### src/rtl/stage_banner_sequencer.sv
// Banner draw/hold/erase sequencer: copies a ROM banner onto the VGA pixel stream, holds it,
// then restores the region from the background RAM. Optional macro: TRANSPARENT_KEY_EN.
module stage_banner_sequencer #(
  parameter int unsigned NUM_BANNERS = 8,
  parameter int unsigned BANNER_W    = 80,
  parameter int unsigned BANNER_H    = 40,
  parameter int unsigned ORIGIN_X    = 40,
  parameter int unsigned ORIGIN_Y    = 40,
  parameter int unsigned SCREEN_W    = 160,
  parameter int unsigned HOLD_CYCLES = 100000000,
  parameter int unsigned COLOUR_W    = 9,
  parameter int unsigned IDW         = (NUM_BANNERS > 1) ? $clog2(NUM_BANNERS) : 1,
  parameter int unsigned ROM_AW      = $clog2(NUM_BANNERS * BANNER_W * BANNER_H)
`ifdef TRANSPARENT_KEY_EN
  ,
  parameter logic [COLOUR_W-1:0] KEY_COLOUR = COLOUR_W'(9'h1FF)
`endif
) (
  input  logic                clk,
  input  logic                resetn,
  input  logic                req,
  input  logic [IDW-1:0]      banner_id,
  input  logic                sticky,
  input  logic                skip,
  output logic                busy,
  output logic                done,
  output logic [ROM_AW-1:0]   rom_addr,
  input  logic [COLOUR_W-1:0] rom_data,
  output logic [14:0]         bg_addr,
  input  logic [COLOUR_W-1:0] bg_data,
  output logic [7:0]          vga_x,
  output logic [6:0]          vga_y,
  output logic [COLOUR_W-1:0] vga_colour,
  output logic                vga_we
);

  localparam int unsigned NumPix   = BANNER_W * BANNER_H;
  localparam logic [7:0]  CxLast   = 8'(BANNER_W - 1);
  localparam logic [6:0]  CyLast   = 7'(BANNER_H - 1);
  // Counter is loaded with one less so HOLD lasts exactly HOLD_CYCLES cycles (minimum 1).
  localparam logic [31:0] HoldLoad = (HOLD_CYCLES == 0) ? 32'd0 : 32'(HOLD_CYCLES - 1);

  typedef enum logic [2:0] {StIdle, StDraw, StHold, StErase, StDone} state_e;

  state_e              state_q, state_d;
  logic [IDW-1:0]      id_q, id_d;
  logic                sticky_q, sticky_d;
  logic [7:0]          cx_q, cx_d;
  logic [6:0]          cy_q, cy_d;
  logic [31:0]         hold_q, hold_d;
  logic [ROM_AW-1:0]   rom_addr_q, rom_addr_d;
  logic [14:0]         bg_addr_q, bg_addr_d;
  logic                we_q, we_d;
  logic                src_bg_q, src_bg_d;
  logic [7:0]          px_q, px_d;
  logic [6:0]          py_q, py_d;
  logic                last_pix;
  logic                key_hit;

  assign last_pix = (cx_q == CxLast) && (cy_q == CyLast);

  always_comb begin
    state_d    = state_q;
    id_d       = id_q;
    sticky_d   = sticky_q;
    cx_d       = cx_q;
    cy_d       = cy_q;
    hold_d     = hold_q;
    rom_addr_d = rom_addr_q;
    bg_addr_d  = bg_addr_q;
    we_d       = 1'b0;
    src_bg_d   = src_bg_q;
    px_d       = px_q;
    py_d       = py_q;

    unique case (state_q)
      StIdle: begin
        if (req && (32'(banner_id) < NUM_BANNERS)) begin
          state_d  = StDraw;
          id_d     = banner_id;
          sticky_d = sticky;
          cx_d     = '0;
          cy_d     = '0;
        end
      end
      StDraw, StErase: begin
        // Address issued this cycle; its pixel is written next cycle with the returned data.
        we_d     = 1'b1;
        src_bg_d = (state_q == StErase);
        px_d     = 8'(ORIGIN_X + 32'(cx_q));
        py_d     = 7'(ORIGIN_Y + 32'(cy_q));
        if (last_pix) begin
          cx_d = '0;
          cy_d = '0;
          if ((state_q == StErase) || sticky_q) begin
            state_d = StDone;
          end else begin
            state_d = StHold;
            hold_d  = HoldLoad;
          end
        end else if (cx_q == CxLast) begin
          cx_d = '0;
          cy_d = cy_q + 7'd1;
        end else begin
          cx_d = cx_q + 8'd1;
        end
      end
      StHold: begin
        if ((hold_q == 32'd0) || skip) begin
          state_d = StErase;
        end else begin
          hold_d = hold_q - 32'd1;
        end
      end
      StDone: state_d = StIdle;
      default: state_d = StIdle;
    endcase

    if (state_d == StDraw) begin
      rom_addr_d = ROM_AW'(32'(id_d) * NumPix + 32'(cy_d) * BANNER_W + 32'(cx_d));
    end
    if (state_d == StErase) begin
      bg_addr_d = 15'((ORIGIN_Y + 32'(cy_d)) * SCREEN_W + ORIGIN_X + 32'(cx_d));
    end
  end

  always_ff @(posedge clk or negedge resetn) begin
    if (!resetn) begin
      state_q    <= StIdle;
      id_q       <= '0;
      sticky_q   <= 1'b0;
      cx_q       <= '0;
      cy_q       <= '0;
      hold_q     <= '0;
      rom_addr_q <= '0;
      bg_addr_q  <= '0;
      we_q       <= 1'b0;
      src_bg_q   <= 1'b0;
      px_q       <= '0;
      py_q       <= '0;
    end else begin
      state_q    <= state_d;
      id_q       <= id_d;
      sticky_q   <= sticky_d;
      cx_q       <= cx_d;
      cy_q       <= cy_d;
      hold_q     <= hold_d;
      rom_addr_q <= rom_addr_d;
      bg_addr_q  <= bg_addr_d;
      we_q       <= we_d;
      src_bg_q   <= src_bg_d;
      px_q       <= px_d;
      py_q       <= py_d;
    end
  end

`ifdef TRANSPARENT_KEY_EN
  assign key_hit = we_q && !src_bg_q && (rom_data == KEY_COLOUR);
`else
  assign key_hit = 1'b0;
`endif

  assign busy       = (state_q != StIdle);
  assign done       = (state_q == StDone);
  assign rom_addr   = rom_addr_q;
  assign bg_addr    = bg_addr_q;
  assign vga_x      = px_q;
  assign vga_y      = py_q;
  assign vga_we     = we_q && !key_hit;
  assign vga_colour = we_q ? (src_bg_q ? bg_data : rom_data) : '0;

endmodule

### config.mk
export PLATFORM = sky130hd
export DESIGN_NAME = stage_banner_sequencer
export DESIGN_NICKNAME = d
export VERILOG_FILES = /design/src/rtl/stage_banner_sequencer.sv
export SDC_FILE = /design/constraint.sdc
export NUM_CORES = 1
export LEC_CHECK = 0
export ABC_CLOCK_PERIOD_IN_PS = 5600
export CORE_MARGIN = 1
export CORE_UTILIZATION = 35
export DETAILED_ROUTE_END_ITERATION = 6
export HOLD_SLACK_MARGIN = 0.02
export MAX_ROUTING_LAYER = met4
export PLACE_DENSITY = 0.52
export SLEW_MARGIN = 30
export SYNTH_ARGS = -nofsm -noshare
export SYNTH_HDL_FRONTEND = slang
export SYNTH_SLANG_ARGS = --single-unit
### constraint.sdc
create_clock -name clk -period 5.6 [get_ports clk]
set_clock_uncertainty 0.15 [all_clocks]
set_input_delay 1.68 -clock clk [delete_from_list [all_inputs] [get_ports clk]]
set_output_delay 1.68 -clock clk [all_outputs]
set_load 0.01 [all_outputs]
==> results.sh, run 1 <==
export IMPL_outcome="finished clean"
export IMPL_internal_power_uw=1110
export IMPL_ys_seq_elements=101
export IMPL_power_density_nw_per_um2=183
export IMPL_die_w_um=135
export IMPL_p_leak_uw=0.00334
export IMPL_dieArea_um2=18200
export IMPL_via_per_inst=5.00
export IMPL_power_share_combinational_pct=7.7
export IMPL_wirelength_mm=14.2
export IMPL_max_slew_margin_pct=36.0
export IMPL_cts_buffers_inserted=9
export IMPL_final_hold_viol_count=0
export IMPL_path_class="primary input to flop"
export IMPL_gp_congestion=0.819
export IMPL_crit_reg2reg_launch="cx_q[0]$_DFF_PN0_"
export IMPL_io_pins=83
export IMPL_cts_hold_buf=0
export IMPL_period_share_pct=96.4
export IMPL_core_area_um2=17300
export IMPL_pre_cts_ws_ns=-0.517
export IMPL_rsz0062_at_grt="false"
export IMPL_drtAntennaViolNets=0
export IMPL_max_slew_worst_pin_slew_ns=0.947
export IMPL_clk_path_buf_depth=2
export IMPL_antenna_found_initial=0
export IMPL_end_kind="flop"
export IMPL_cts_tree="done"
export IMPL_fmax_ghz=0.185
export IMPL_critPathRequiredTime_ns=5.67
export IMPL_sw_frac_of_total_pct=23.8
export IMPL_synth_cell_type_count=56
export IMPL_path_clk_slew_ns=0.07
export IMPL_drt_initial_drc_count=193
export IMPL_synthFlopType="dfrtp_1"
export IMPL_max_cap_violations=0
export IMPL_cpMaxStageDelayCell="clkdlybuf4s50_1"
export IMPL_synth_cells=644
export IMPL_vias=4983
export IMPL_nets=855
export IMPL_antenna_cells=0
export IMPL_syn_to_final_growth_pct=28.2
export IMPL_hp_class="flop to flop"
export IMPL_postLayoutCoreUtil_pct=45.8
export IMPL_fp_row_count=48
export IMPL_synth_edf_count=0
export IMPL_numClockSinks=101
export IMPL_yosys_warnings=0
export IMPL_synth_area_leader_cell="dfrtp_1"
export IMPL_syn_area_um2=6180
export IMPL_ir_drop_mv=0.148
export IMPL_synthArstFlopShare_pct=100
export IMPL_p_sw_uw=346
export IMPL_stdcell_area_um2=7920
export IMPL_path_cells="clkdlybuf4s50_1 > nor2b_4 > o21bai_2 > nand2b_4 > a32o_2 > ha_4 > ha_2 > fa_2 > a21o_1 > a21oi_2 > xnor2_1 > ha_1 > ha_1 > or2_2 > o31ai_1 > a21oi_1 > a31oi_1 > xnor2_1 > o21ai_1"
export IMPL_final_max_slew_violation_count=0
export IMPL_postSynthAreaPerCell_um2=9.60
export IMPL_initial_core_util_pct=35.7
export IMPL_grt_ovfl_total=0
export IMPL_cts_max_level=3
export IMPL_track_usage_pct=16.8
export IMPL_cp_start_kind="primary input"
export IMPL_grt_pass1_vias=4858
export IMPL_min_period_ns=5.40
export IMPL_clk_latency_ns=0.35
export IMPL_holdCritStartpoint="vga_x[1]$_DFFE_PN0P_"
export IMPL_grt_pass1_wl_mm=23.5
export IMPL_die_h_um=135
export IMPL_drive_gt1_share_pct=13.5
export IMPL_setup_ws_ns=0.199
export IMPL_port_buffer_count=82
export IMPL_drt_first_pass_iters=4
export IMPL_yosys_top_cells_area="dfrtp_1 41%, ha_1 12%, nand2_1 5.7%, xnor2_1 5.0%, xor2_1 3.1%"
export IMPL_hpwl_mm=10.7
export IMPL_grt_max_degree=62
export IMPL_worstPathArrival_ns=5.47
export IMPL_drcViolationCount=0
export IMPL_cts_root_buf="clkbuf_16"
export IMPL_ys_seq_area_share_pct=40.9
export IMPL_startpoint="req"
export IMPL_cp_max_fo=4
export IMPL_pwr_share_seq_pct=51.1
export IMPL_synthesis_nets=733
export IMPL_routedWlPerCell_um=14.3
export IMPL_critPathMaxStageDelay_ns=0.47
export IMPL_synth_top_area_share_pct=40.9
export IMPL_clockPowerShare_pct=41.1
export IMPL_placed_cell_area_um2=7560
export IMPL_setup_viol=0
path summary, 6_finish.rpt:
| kind | end | slack, ns | cells past startpoint |
|---|---|---|---|
| worst min-delay path | vga_x[1]$_DFFE_PN0P_ | 0.33 | 2 |
| worst min register to register | vga_x[1]$_DFFE_PN0P_ | 0.33 | 2 |
| worst max register to register | rom_addr[14]$_DFFE_PN0N_ | 0.61 | 19 |
| min in group asynchronous | hold_q[9]$_DFFE_PN0P_ | 1.25 | 1 |
| max in group asynchronous | rom_addr[5]$_DFFE_PN0N_ | 3.01 | 2 |
| worst max-delay path | rom_addr[14]$_DFFE_PN0N_ | 0.20 | 19 |
cells in the mapped netlist, drive strengths merged, types with 4 or more instances:
cell / n
or3: 7
xnor2: 35
nand4: 4
nor2: 34
or4: 6
inv: 25
a21oi: 22
fa: 4
o41ai: 4
nor2b: 18
xor2: 22
nor4b: 4
mux2i: 11
ha: 59
nand2b: 8
o21ai: 53
nand3b: 4
o31ai: 4
nor4: 12
mux2: 12
nor3b: 5
dfrtp: 101
clkbuf: 19
nor3: 16
a21o: 9
nand3: 13
nand2: 94
metrics by stage:
stage	instances	hold slack (ns)	setup TNS [ns]	total power (uW)
2_1_floorplan	644	0.316	0	798
3_3_place_gp	979	0.313	-2.22	871
3_5_place_dp	979	0.317	-2.16	872
4_1_cts	995	0.335	0	1480
5_1_grt	996	0.349	0	1520
6_report	996	0.327	0	1450
layout by cell type (no fill, tap or decap), types with 11 or more instances in the layout:
cell type and n:
nor4_1 12, nor2b_1 17, o21ai_1 24, mux2i_1 11, mux2_2 12, inv_1 24, xor2_1 22, ha_1 56
nand3_1 13, o21ai_0 27, nor2_1 34, nor3_1 16, clkdlybuf4s50_1 81, a21oi_1 21, xnor2_1 34, nand2_1 94
dfrtp_1 101, buf_4 50
flip-flops by register name, summed over array words and instances (netlist names):
signal,flops
hold_q,32
bg_addr,15
rom_addr,15
cx_q,8
vga_x,8
cy_q,7
vga_y,7
id_q,3
state_q,3
src_bg_q,1
sticky_q,1
vga_we,1
worst max-delay path: cells and delay by family:
kind	cells	cell delay [ns]
adders and majority gates	5	1.29
AOI/OAI and AO/OA	8	1.13
and+or+nand+nor	3	0.60
buffers and inverters	1	0.47
xor gates and xnor gates	2	0.29
layer usage:
layer,vias up,part of all wire [%],wire [um],track usage [%]
li1,2511,-,-,-
met1,2372,48,6880,21.8
met2,91,47,6640,26.9
met3,9,3.9,559,3.72
met4,0,0.94,133,3.37
met5,-,0,0,-
what timing repair did:
item | 4_1_cts | 5_1_grt
endpoints found under the setup margin | 3 | 5
pin swaps | 1 | 9
resized for setup | 5 | 13
buffers inserted | 0 | 1
layout make-up:
| type | instances | area, um2 |
|---|---|---|
| Inverter | 25 | 93.8 |
| Fill cell | 1646 | 9370 |
| Clock buffer | 9 | 225 |
| Multi-Input combinational cell | 498 | 3550 |
| Timing Repair Buffer | 131 | 1190 |
| Tap cell | 225 | 282 |
| Clock inverter | 7 | 58.8 |
| Sequential cell | 101 | 2530 |
logic make-up (layout without fill, tap and decap cells):
| family | after synthesis | in the layout | synth area share, % |
|---|---|---|---|
| and+or+nand+nor | 239 | 239 | 19.5 |
| AOI/OAI and AO/OA | 116 | 116 | 11.4 |
| DFF | 101 | 101 | 40.9 |
| adders and majority gates | 63 | 63 | 13.2 |
| xor gates and xnor gates | 57 | 57 | 8.08 |
| buffers and inverters | 45 | 172 | 2.85 |
| muxes | 23 | 23 | 3.97 |
power groups by stage:
stage	combinational, uW	sequential (uW)	clock, uW
finish	112	743	598
global route	124	744	654
CTS	115	743	623
detailed placement	114	758	0
global placement	113	758	0
floorplan	37.1	761	0
No activity file was read; power rests on OpenSTA's default activity.
==> run 2: changes to the inputs <==
Settings changed: ABC_AREA set to 1, CTS_CLUSTER_DIAMETER set to 60.
==> results.sh, run 2 <==
export IMPL_post_cts_buffers=0
export IMPL_holdCritStartpoint="rom_addr[6]$_DFFE_PN0N_"
export IMPL_postSynthAreaPerCell_um2=7.82
export IMPL_ff_latch_area_um2=2530
export IMPL_routedWlPerCell_um=14.2
export IMPL_drcViolationCount=8
export IMPL_n_fill_cell=1867
export IMPL_synthFlopType="dfrtp_1"
export IMPL_ys_top_cells_by_count="206 x nand2_1, 113 x nor2_1, 101 x dfrtp_1, 73 x inv_1, 68 x o21ai_0"
export IMPL_largest_reg_flops=32
export IMPL_antenna_found_initial=0
export IMPL_hpwl_mm=12.7
export IMPL_antenna_cells=0
export IMPL_clk_path_buf_depth=2
export IMPL_whs_path_depth=2
export IMPL_numClockSinks=101
export IMPL_fmax_ghz=0.188
export IMPL_cts_root_buf="clkbuf_16"
export IMPL_cp_max_fo=5
export IMPL_setup_viol=0
export IMPL_outcome="finished, violations left"
export IMPL_yosys_warnings=0
export IMPL_syn_area_um2=6580
export IMPL_port_buffer_count=82
export IMPL_stdcell_area_um2=8120
export IMPL_path_class="primary input to flop"
export IMPL_vias=5687
export IMPL_fp_row_count=49
export IMPL_syn_to_final_growth_pct=23.3
export IMPL_synth_cell_type_count=41
export IMPL_clk_latency_ns=0.36
export IMPL_top_register="hold_q"
export IMPL_dieArea_um2=19400
export IMPL_yosysMostFrequentCell="nand2_1"
export IMPL_track_usage_pct=18.7
export IMPL_ys_seq_area_share_pct=38.4
export IMPL_fin_tns_setup_ns=0
export IMPL_synthesis_nets=931
export IMPL_final_hold_viol_count=0
export IMPL_max_slew_worst_pin_slew_ns=0.885
export IMPL_cts_tree="done"
export IMPL_end_kind="flop"
export IMPL_synth_area_leader_cell="dfrtp_1"
export IMPL_drt_initial_drc_count=279
export IMPL_drt_first_pass_iters=7
export IMPL_placed_cell_area_um2=7790
export IMPL_cts_max_level=3
export IMPL_rr_endpoint="rom_addr[14]$_DFFE_PN0N_"
export IMPL_rsz0062_at_grt="false"
export IMPL_setup_ws_ns=0.293
export IMPL_min_to="rom_addr[6]$_DFFE_PN0N_"
export IMPL_io_pins=83
export IMPL_synth_top_area_share_pct=38.4
export IMPL_p_total_uw=1470
export IMPL_core_area_um2=18200
export IMPL_postLayoutCoreUtil_pct=44.6
export IMPL_yosys_top_cells_area="dfrtp_1 38%, nand2_1 12%, ha_1 11%, nor2_1 6.4%, o21ai_0 5.2%"
export IMPL_final_max_slew_violation_count=0
export IMPL_initial_core_util_pct=36.2
export IMPL_multi_input_area_um2=3670
export IMPL_period_share_pct=94.8
export IMPL_layout_commonest_cell="nand2_1"
export IMPL_cp_start_kind="primary input"
export IMPL_ir_drop_mv=0.123
export IMPL_synth_edf_count=0
export IMPL_synthArstFlopShare_pct=100
export IMPL_r2r_slack_ns=1.06
export IMPL_max_slew_margin_pct=40.8
export IMPL_grt_max_degree=68
export IMPL_cts_buffers_inserted=9
export IMPL_pre_cts_ws_ns=-0.213
export IMPL_violations="design-rule violations"
export IMPL_drtAntennaViolNets=0
export IMPL_drive_gt1_share_pct=6.75
export IMPL_power_density_nw_per_um2=181
export IMPL_grt_ovfl_total=0
export IMPL_ys_seq_elements=101
export IMPL_min_period_ns=5.31
export IMPL_reg2reg_depth=23
export IMPL_grt_pass1_wl_mm=27.9
export IMPL_via_per_inst=4.83
export IMPL_die_w_um=139
export IMPL_final_cell_mix="206 x nand2_1, 113 x nor2_1, 101 x dfrtp_1"
export IMPL_wirelength_mm=16.7
export IMPL_nets=1032
export IMPL_hp_class="flop to flop"
export IMPL_gp_congestion=0.859
export IMPL_die_h_um=139
export IMPL_synth_cells=842
export IMPL_critPathRequiredTime_ns=5.68
export IMPL_crit_reg2reg_launch="cx_q[0]$_DFF_PN0_"
export IMPL_path_clk_slew_ns=0.07
export IMPL_max_cap_violations=0
export IMPL_p_leak_uw=0.00401
export IMPL_worstPathArrival_ns=5.39
export IMPL_grt_pass1_vias=5526
-- run 2: changes by cell type after synthesis, moves of 10 or more --
cell,before,now
xnor2_1,35,13
buf_2,0,10
xor2_1,22,32
clkbuf_1,19,6
nand3_1,13,40
nor2b_1,18,0
nor4_1,12,1
o21ai_0,32,68
mux2_2,12,0
nor2_1,34,113
mux2i_1,11,0
nand2_1,94,206
inv_1,24,73
-- run 2: critical path, stage by stage --
cell and delay [ns]:
clkdlybuf4s50_1 0.48, o21ai_2 0.27, inv_1 0.12, o22ai_1 0.22, buf_4 0.15, ha_1 0.21
ha_1 0.33, a21oi_1 0.13, nand2_1 0.08, a21oi_1 0.13, nor2_1 0.05, nor2_1 0.11
xnor2_1 0.13, ha_1 0.25, ha_1 0.30, inv_1 0.07, nor3_1 0.23, nand3_1 0.12
nand4_1 0.12, xnor2_1 0.12, o21ai_1 0.08
-- run 2: repair_timing --
action                     CTS  global route
gates resized for setup      0             3
hold buffers                 0             0
setup endpoints to repair    0             5
-- run 2: worst max-delay path by stage --
stage          startpoint                  endpoint  cells past startpoint
6_report              req  rom_addr[14]$_DFFE_PN0N_                     21
5_1_grt               req  rom_addr[12]$_DFFE_PN0N_                     17
4_1_cts               req  rom_addr[13]$_DFFE_PN0N_                     17
3_5_place_dp          req  rom_addr[13]$_DFFE_PN0N_                     17
3_3_place_gp          req  rom_addr[13]$_DFFE_PN0N_                     17
2_1_floorplan         req  rom_addr[13]$_DFFE_PN0N_                     17
-- run 2: area by class of cell --
class	count	area share [%]
inverters	77	3.58
flip-flops and latches	101	31.1
well taps	229	3.53
repair buffers	108	12.5
multi-input cells	646	45.3
clock inverters	7	1.20
clock buffers	9	2.77
-- run 2: logic make-up after synthesis --
family | Yosys count | share of synthesized area, %
XOR/XNOR | 45 | 5.99
adder cells (fa/ha/maj) | 63 | 12.4
AND/OR/NAND/NOR | 399 | 25.7
flip-flops | 101 | 38.4
buffers and inverters | 95 | 5.85
AO/OA/AOI/OAI | 139 | 11.6
-- run 2: power by group --
group	switching, uW	internal, uW	leakage [uW]	total [uW]
clock network	304	394	0.000152	698
registers	0	729	0.00124	729
logic	21.3	22.2	0.00262	43.5
-- run 2: metrics by stage --
step                      hold WS [ns]  instances
after floorplan                  0.306        842
after global placement           0.315       1161
after detailed placement         0.315       1161
after CTS                        0.336       1177
after global routing             0.351       1177
final                            0.327       1177
-- run 2: metal layers --
metal	global-route usage (%)	part of all wire, %
met1	24.2	50
met2	30.2	45
met3	4.18	4.2
met4	3.51	0.72
met5	-	0
